## src/rtl/fp_sign_pkg.sv

```systemverilog
// Shared definitions for the IEEE-754 sign-manipulation unit.
//   - Operation mode encodings carried on input_mode.
//   - Result flag layout and bit indices for output_flags.
//   - fp_class(): classifies an exponent/mantissa pair as NaN, Inf or zero.
package fp_sign_pkg;

  // Operation modes
  localparam logic [1:0] MODE_NEG      = 2'b00;
  localparam logic [1:0] MODE_ABS      = 2'b01;
  localparam logic [1:0] MODE_NABS     = 2'b10;
  localparam logic [1:0] MODE_COPYSIGN = 2'b11;

  // Flag vector layout: {is_nan, is_inf, is_zero, sign_changed}
  localparam int unsigned FLAG_W            = 4;
  localparam int unsigned FLAG_NAN          = 3;
  localparam int unsigned FLAG_INF          = 2;
  localparam int unsigned FLAG_ZERO         = 1;
  localparam int unsigned FLAG_SIGN_CHANGED = 0;

  // Widest fields fp_class accepts (binary128); callers zero-extend narrower fields.
  localparam int unsigned EXP_MAX_W  = 15;
  localparam int unsigned MANT_MAX_W = 112;

  typedef struct packed {
    logic is_nan;
    logic is_inf;
    logic is_zero;
    logic sign_changed;
  } fp_flags_t;

  // Classify a value. exp_w gives the real exponent width so the all-ones test
  // ignores the zero-extension bits. sign_changed is left clear for the caller.
  function automatic fp_flags_t fp_class(input logic [EXP_MAX_W-1:0]  exp,
                                         input logic [MANT_MAX_W-1:0] mant,
                                         input int unsigned           exp_w);
    logic      exp_ones;
    logic      exp_zero;
    logic      mant_zero;
    fp_flags_t f;
    exp_ones = 1'b1;
    for (int unsigned i = 0; i < EXP_MAX_W; i++) begin
      if ((i < exp_w) && !exp[i]) exp_ones = 1'b0;
    end
    exp_zero       = (exp == '0);
    mant_zero      = (mant == '0);
    f.is_nan       = exp_ones & ~mant_zero;
    f.is_inf       = exp_ones & mant_zero;
    f.is_zero      = exp_zero & mant_zero;
    f.sign_changed = 1'b0;
    return f;
  endfunction

endpackage

```

## src/rtl/fp_sign_unit_stage.sv

```systemverilog
// One elastic pipeline register holding {valid, data}.
//   in_stb/in_ack   : upstream handshake, transfer when both high
//   in_data         : payload captured on transfer
//   out_stb/out_ack : downstream handshake, out_stb is the valid bit
//   out_data        : registered payload, held while out_stb & ~out_ack
// in_ack is combinational (empty or draining) so a chain of these stages
// runs at one item per cycle with no bubbles.
module fp_pipe_stage #(
  parameter int unsigned DW = 8
) (
  input  logic          clk,
  input  logic          rst,
  input  logic          in_stb,
  output logic          in_ack,
  input  logic [DW-1:0] in_data,
  output logic          out_stb,
  input  logic          out_ack,
  output logic [DW-1:0] out_data
);

  // Can load when empty or when the current item leaves this cycle.
  assign in_ack = ~out_stb | out_ack;

  // Valid/data register; data only changes on a real transfer.
  always_ff @(posedge clk) begin
    if (rst) begin
      out_stb  <= 1'b0;
      out_data <= '0;
    end else if (in_ack) begin
      out_stb <= in_stb;
      if (in_stb) out_data <= in_data;
    end
  end

endmodule

```

## src/rtl/fp_sign_unit.sv

```systemverilog
// Pipelined IEEE-754 sign-manipulation unit (NEG / ABS / NABS / COPYSIGN)
// for any binary format, with elastic stb/ack handshakes on both sides.
//   clk, rst      : clock, synchronous active-high reset
//   input_a       : operand whose magnitude is kept
//   input_b       : sign source for COPYSIGN
//   input_mode    : 00 NEG, 01 ABS, 10 NABS, 11 COPYSIGN
//   input_stb/ack : input handshake
//   output_z      : result
//   output_flags  : {is_nan, is_inf, is_zero, sign_changed} of the result
//   output_z_stb/ack : output handshake
// LATENCY (1..4) register stages sit between the combinational sign logic
// and the output; EXP_W must not exceed 15 and MANT_W must not exceed 112.
module fp_sign_unit
  import fp_sign_pkg::*;
#(
  parameter int unsigned EXP_W   = 11,
  parameter int unsigned MANT_W  = 52,
  parameter int unsigned LATENCY = 2
) (
  input  logic                      clk,
  input  logic                      rst,
  input  logic [EXP_W+MANT_W:0]     input_a,
  input  logic [EXP_W+MANT_W:0]     input_b,
  input  logic [1:0]                input_mode,
  input  logic                      input_stb,
  output logic                      input_ack,
  output logic [EXP_W+MANT_W:0]     output_z,
  output logic [FLAG_W-1:0]         output_flags,
  output logic                      output_z_stb,
  input  logic                      output_z_ack
);

  localparam int unsigned W  = 1 + EXP_W + MANT_W;
  localparam int unsigned DW = W + FLAG_W;

  logic          in_ready;
  logic          sign_z_c;
  logic [W-1:0]  z_c;
  fp_flags_t     flags_c;
  logic [DW-1:0] head_data_c;
  logic          unused_b_low;

  // Only B's sign bit matters; the rest of B is intentionally ignored.
  assign unused_b_low = ^input_b[W-2:0];

  // Holds input_ack low through reset and for the first edge after it.
  always_ff @(posedge clk) begin
    if (rst) in_ready <= 1'b0;
    else     in_ready <= 1'b1;
  end

  // Result sign select; magnitude bits always pass straight from A.
  always_comb begin
    sign_z_c = ~input_a[W-1];
    case (input_mode)
      MODE_NEG:      sign_z_c = ~input_a[W-1];
      MODE_ABS:      sign_z_c = 1'b0;
      MODE_NABS:     sign_z_c = 1'b1;
      MODE_COPYSIGN: sign_z_c = input_b[W-1];
      default:       sign_z_c = ~input_a[W-1];
    endcase
  end

  assign z_c = {sign_z_c, input_a[W-2:0]};

  // Classify the result; sign_changed compares against the original A sign.
  always_comb begin
    flags_c = fp_class(EXP_MAX_W'(z_c[W-2 -: EXP_W]),
                       MANT_MAX_W'(z_c[MANT_W-1:0]),
                       EXP_W);
    flags_c.sign_changed = sign_z_c ^ input_a[W-1];
  end

  assign head_data_c = {z_c, flags_c};

  // Stage chain: each stage takes its input from the previous one and its
  // drain signal from the next one (or the output handshake for the last).
  for (genvar i = 0; i < LATENCY; i++) begin : g_stage
    logic          in_stb;
    logic          in_ack;
    logic [DW-1:0] in_data;
    logic          out_stb;
    logic          out_ack;
    logic [DW-1:0] out_data;

    if (i == 0) begin : g_head
      assign in_stb  = input_stb & in_ready;
      assign in_data = head_data_c;
    end else begin : g_link
      assign in_stb  = g_stage[i-1].out_stb;
      assign in_data = g_stage[i-1].out_data;
    end

    if (i == LATENCY - 1) begin : g_tail
      assign out_ack = output_z_ack;
    end else begin : g_mid
      assign out_ack = g_stage[i+1].in_ack;
    end

    fp_pipe_stage #(
      .DW (DW)
    ) u_stage (
      .clk      (clk),
      .rst      (rst),
      .in_stb   (in_stb),
      .in_ack   (in_ack),
      .in_data  (in_data),
      .out_stb  (out_stb),
      .out_ack  (out_ack),
      .out_data (out_data)
    );
  end

  assign input_ack    = g_stage[0].in_ack & in_ready;
  assign output_z_stb = g_stage[LATENCY-1].out_stb;
  assign output_z     = g_stage[LATENCY-1].out_data[DW-1 -: W];
  assign output_flags = g_stage[LATENCY-1].out_data[FLAG_W-1:0];

endmodule
```

## config.mk

```make
export PLATFORM = sky130hd
export DESIGN_NAME = fp_sign_unit
export DESIGN_NICKNAME = d
export VERILOG_FILES = /design/src/rtl/fp_sign_pkg.sv /design/src/rtl/fp_sign_unit_stage.sv /design/src/rtl/fp_sign_unit.sv
export SDC_FILE = /design/constraint.sdc
export NUM_CORES = 1
export LEC_CHECK = 0
export CAP_MARGIN = 15
export CORE_UTILIZATION = 43
export CTS_CLUSTER_DIAMETER = 30
export DETAILED_ROUTE_END_ITERATION = 7
export PLACE_DENSITY = 0.8
export SLEW_MARGIN = 20
export SYNTH_ARGS = -nofsm -noshare
export SYNTH_HDL_FRONTEND = slang
export SYNTH_SLANG_ARGS = --single-unit
```

## constraint.sdc

```tcl
create_clock -name clk -period 1.5 [get_ports clk]
set_input_delay 0.225 -clock clk [delete_from_list [all_inputs] [get_ports clk]]
set_output_delay 0.225 -clock clk [all_outputs]
set_load 0.02 [all_outputs]
```

==> results.json <==
{
  "p_clk_frac": 0.488,
  "hpwl_um": 9550,
  "r2r_start": "g_stage[1].u_stage.out_stb",
  "worst-r2r-setup-slack_ps": 140,
  "numPortBuffers": 140,
  "gp_congestion": 0.848,
  "drt_iter0_drc": 289,
  "hold_path.class": "in -> reg",
  "syn_area_mm2": 0.00498,
  "grt-ovfl-total": 0,
  "leakage_uw": 0.00318,
  "cts_hold_buffers": 0,
  "finalPower_uw": 8930,
  "wl_um": 13700,
  "dieArea_mm2": 0.0120,
  "start_kind": "input port",
  "grt_usage": 0.236,
  "cts_sinks": 139,
  "seq_area_frac_synth": 0.559,
  "setup_violations": 0,
  "nets": 924,
  "maxSlewViolCount": 0,
  "clk_pin_slew_ps": 60,
  "layout_commonest_cell": "nand2_1",
  "fmax_mhz": 686,
  "end_kind": "primary output",
  "die_height_um": 110,
  "p_per_area_mw_per_mm2": 1200,
  "synth_seq_cells": 139,
  "worstHoldStart": "input_a[16]",
  "power_switching_uw": 1930,
  "fin_crit_sh": 0.971,
  "r2r-end": "g_stage[0].u_stage.out_data[37]",
  "via_count": 4827,
  "r2r_cells": 6,
  "p_comb_frac": 0.081,
  "syn2layout_area_growth_pct": 50.0,
  "final_area_mm2": 0.00747,
  "cts_tree": "built",
  "postPlaceCellArea_mm2": 0.00680,
  "start_util": 0.449,
  "required_ps": 1270,
  "hold_viol": 0,
  "clk_latency_ps": 400,
  "cap_violations": 0,
  "worst_path_max_delay_cell": "clkdlybuf4s50_1",
  "status": "completed",
  "cts_buffer_depth": 2,
  "min_period_ps": 1460,
  "peakVddDrop_uv": 714,
  "worstSetupPathType": "in -> out",
  "internal_power_uw": 7000,
  "skew_ps": 9.20,
  "htree_levels": 4,
  "whs_ps": 125,
  "final_cell_mix": "268 x nand2_1, 139 x dfxtp_1, 135 x a21oi_1",
  "design.core.area_mm2": 0.0111,
  "grt_pass1_wl_um": 21600,
  "drc": 0,
  "syn_inst": 631,
  "swShare": 0.216,
  "wl_per_cell_um": 14.5,
  "worstPathMaxFanout": 2,
  "grt_max_degree": 49,
  "synth_nets": 765,
  "crit_chain": "clkdlybuf4s50_1 > nand3b_1 > and2_1 > buf_2",
  "tightest_slew_ps": 333,
  "critical_path.max_stage_delay_ps": 450,
  "max_slew_margin": 0.778,
  "min_path_cells": 3,
  "arrival_ps": 1230,
  "yosysWarnings": 0,
  "ant_nets": 0,
  "cts_buffers": 17,
  "seqPwrFrac": 0.431,
  "ios": 204,
  "layout-drive-gt1-share": 0.115,
  "fp.dieW_um": 110,
  "worstHoldEndpoint": "g_stage[0].u_stage.out_data[20]",
  "avgSynthCellArea_um2": 7.89,
  "antenna_found_initial": 1,
  "viasPerCell": 5.12,
  "cts-root-buf": "clkbuf_16",
  "rows": 38,
  "firstDrtPassIters": 4,
  "final_util": 0.674,
  "synthDistinctLibCells": 23,
  "grt_pass1_vias": 4641
}
[cells in the mapped netlist]
cell         n  area [um^2]
a21oi_1    135          676
a32o_1       2         20.0
and2_1       2         12.5
and3_1       1         6.26
buf_1        4         15.0
buf_2       15         75.1
buf_4        3         22.5
buf_6        1         11.3
clkbuf_1    22         82.6
dfxtp_1    139         2780
inv_1        2         7.51
nand2_1    269         1010
nand2b_1     2         12.5
nand3_1      5         25.0
nand3b_1     1         7.51
nand4_1      4         25.0
nor2_1       3         11.3
nor3_1       1         5.00
nor4_1      12         75.1
nor4_2       4         50.1
nor4_4       1         21.3
o211ai_1     2         15.0
o2bb2ai_1    1         8.76
[power groups by stage]
stage                     clock network (uW)  registers [uW]  logic (uW)
after floorplan                            0            3940         279
after global placement                     0            3920         709
after detailed placement                   0            3930         725
after CTS                               4440            3850         722
after global routing                    4610            3860         786
final                                   4360            3850         723
[metrics by stage]
stage | worst slack (ps) | setup TNS [ps] | cells
6_report | 43.2 | 0 | 943
3_5_place_dp | -656 | -23780 | 910
3_3_place_gp | -583 | -19030 | 910
2_1_floorplan | 76.8 | 0 | 631
4_1_cts | 1.10 | 0 | 942
5_1_grt | -5.52 | -9.06 | 943
[worst max-delay path: cells and delay by family]
| kind | cells | cell delay, ps |
|---|---|---|
| buffers and inverters | 2 | 610 |
| AND/OR/NAND/NOR | 2 | 390 |
[cell type report]
type / instances / area [um^2]
Fill cell: 907 / 3610
Sequential cell: 139 / 2780
Multi-Input combinational cell: 445 / 2060
Timing Repair Buffer: 185 / 1810
Clock buffer: 20 / 457
Tap cell: 140 / 175
Clock inverter: 11 / 169
Inverter: 2 / 7.51
Antenna cell: 1 / 2.50
[worst max path at each step]
stage | slack [ps] | end | cells after the start | startpoint
detailed placement | -660 | g_stage[0].u_stage.out_data[2] | 5 | input_a[9]
global route | -6 | g_stage[0].u_stage.out_data[2] | 5 | input_a[24]
CTS | 1 | g_stage[0].u_stage.out_data[2] | 5 | input_a[20]
finish | 40 | input_ack | 4 | output_z_ack
floorplan | 80 | g_stage[0].u_stage.out_data[47] | 7 | g_stage[1].u_stage.out_stb
global placement | -580 | g_stage[0].u_stage.out_data[1] | 5 | input_a[9]
[layer usage]
layer / GRT usage / wire length, um / share of wire
met3: 0.0788 / 952 / 0.070
met1: 0.278 / 5650 / 0.41
met4: 0.0848 / 205 / 0.015
met2: 0.398 / 6860 / 0.50
met5: 0 / 0 / 0
[logic make-up after synthesis]
kind of cell,after synthesis,share of synthesized area
AO/OA/AOI/OAI,140,0.145
AND/OR/NAND/NOR,305,0.253
buffers and inverters,47,0.0430
flip-flops,139,0.559
[repair_timing]
item                                    in CTS  in global routing
pin swaps                                    6                 13
setup buffers                                1                  0
gates resized for setup                     79                 29
gates cloned                                 0                  0
endpoints found under the setup margin      73                  6
endpoints found under the hold margin        0                  0
[sequential cells by signal, indices dropped and copies added, names as in the netlist]
| register | cells |
|---|---|
| in_ready | 1 |
| g_stage.u_stage.out_stb | 2 |
| g_stage.u_stage.out_data | 136 |
No activity file was read; power rests on OpenSTA's default activity.
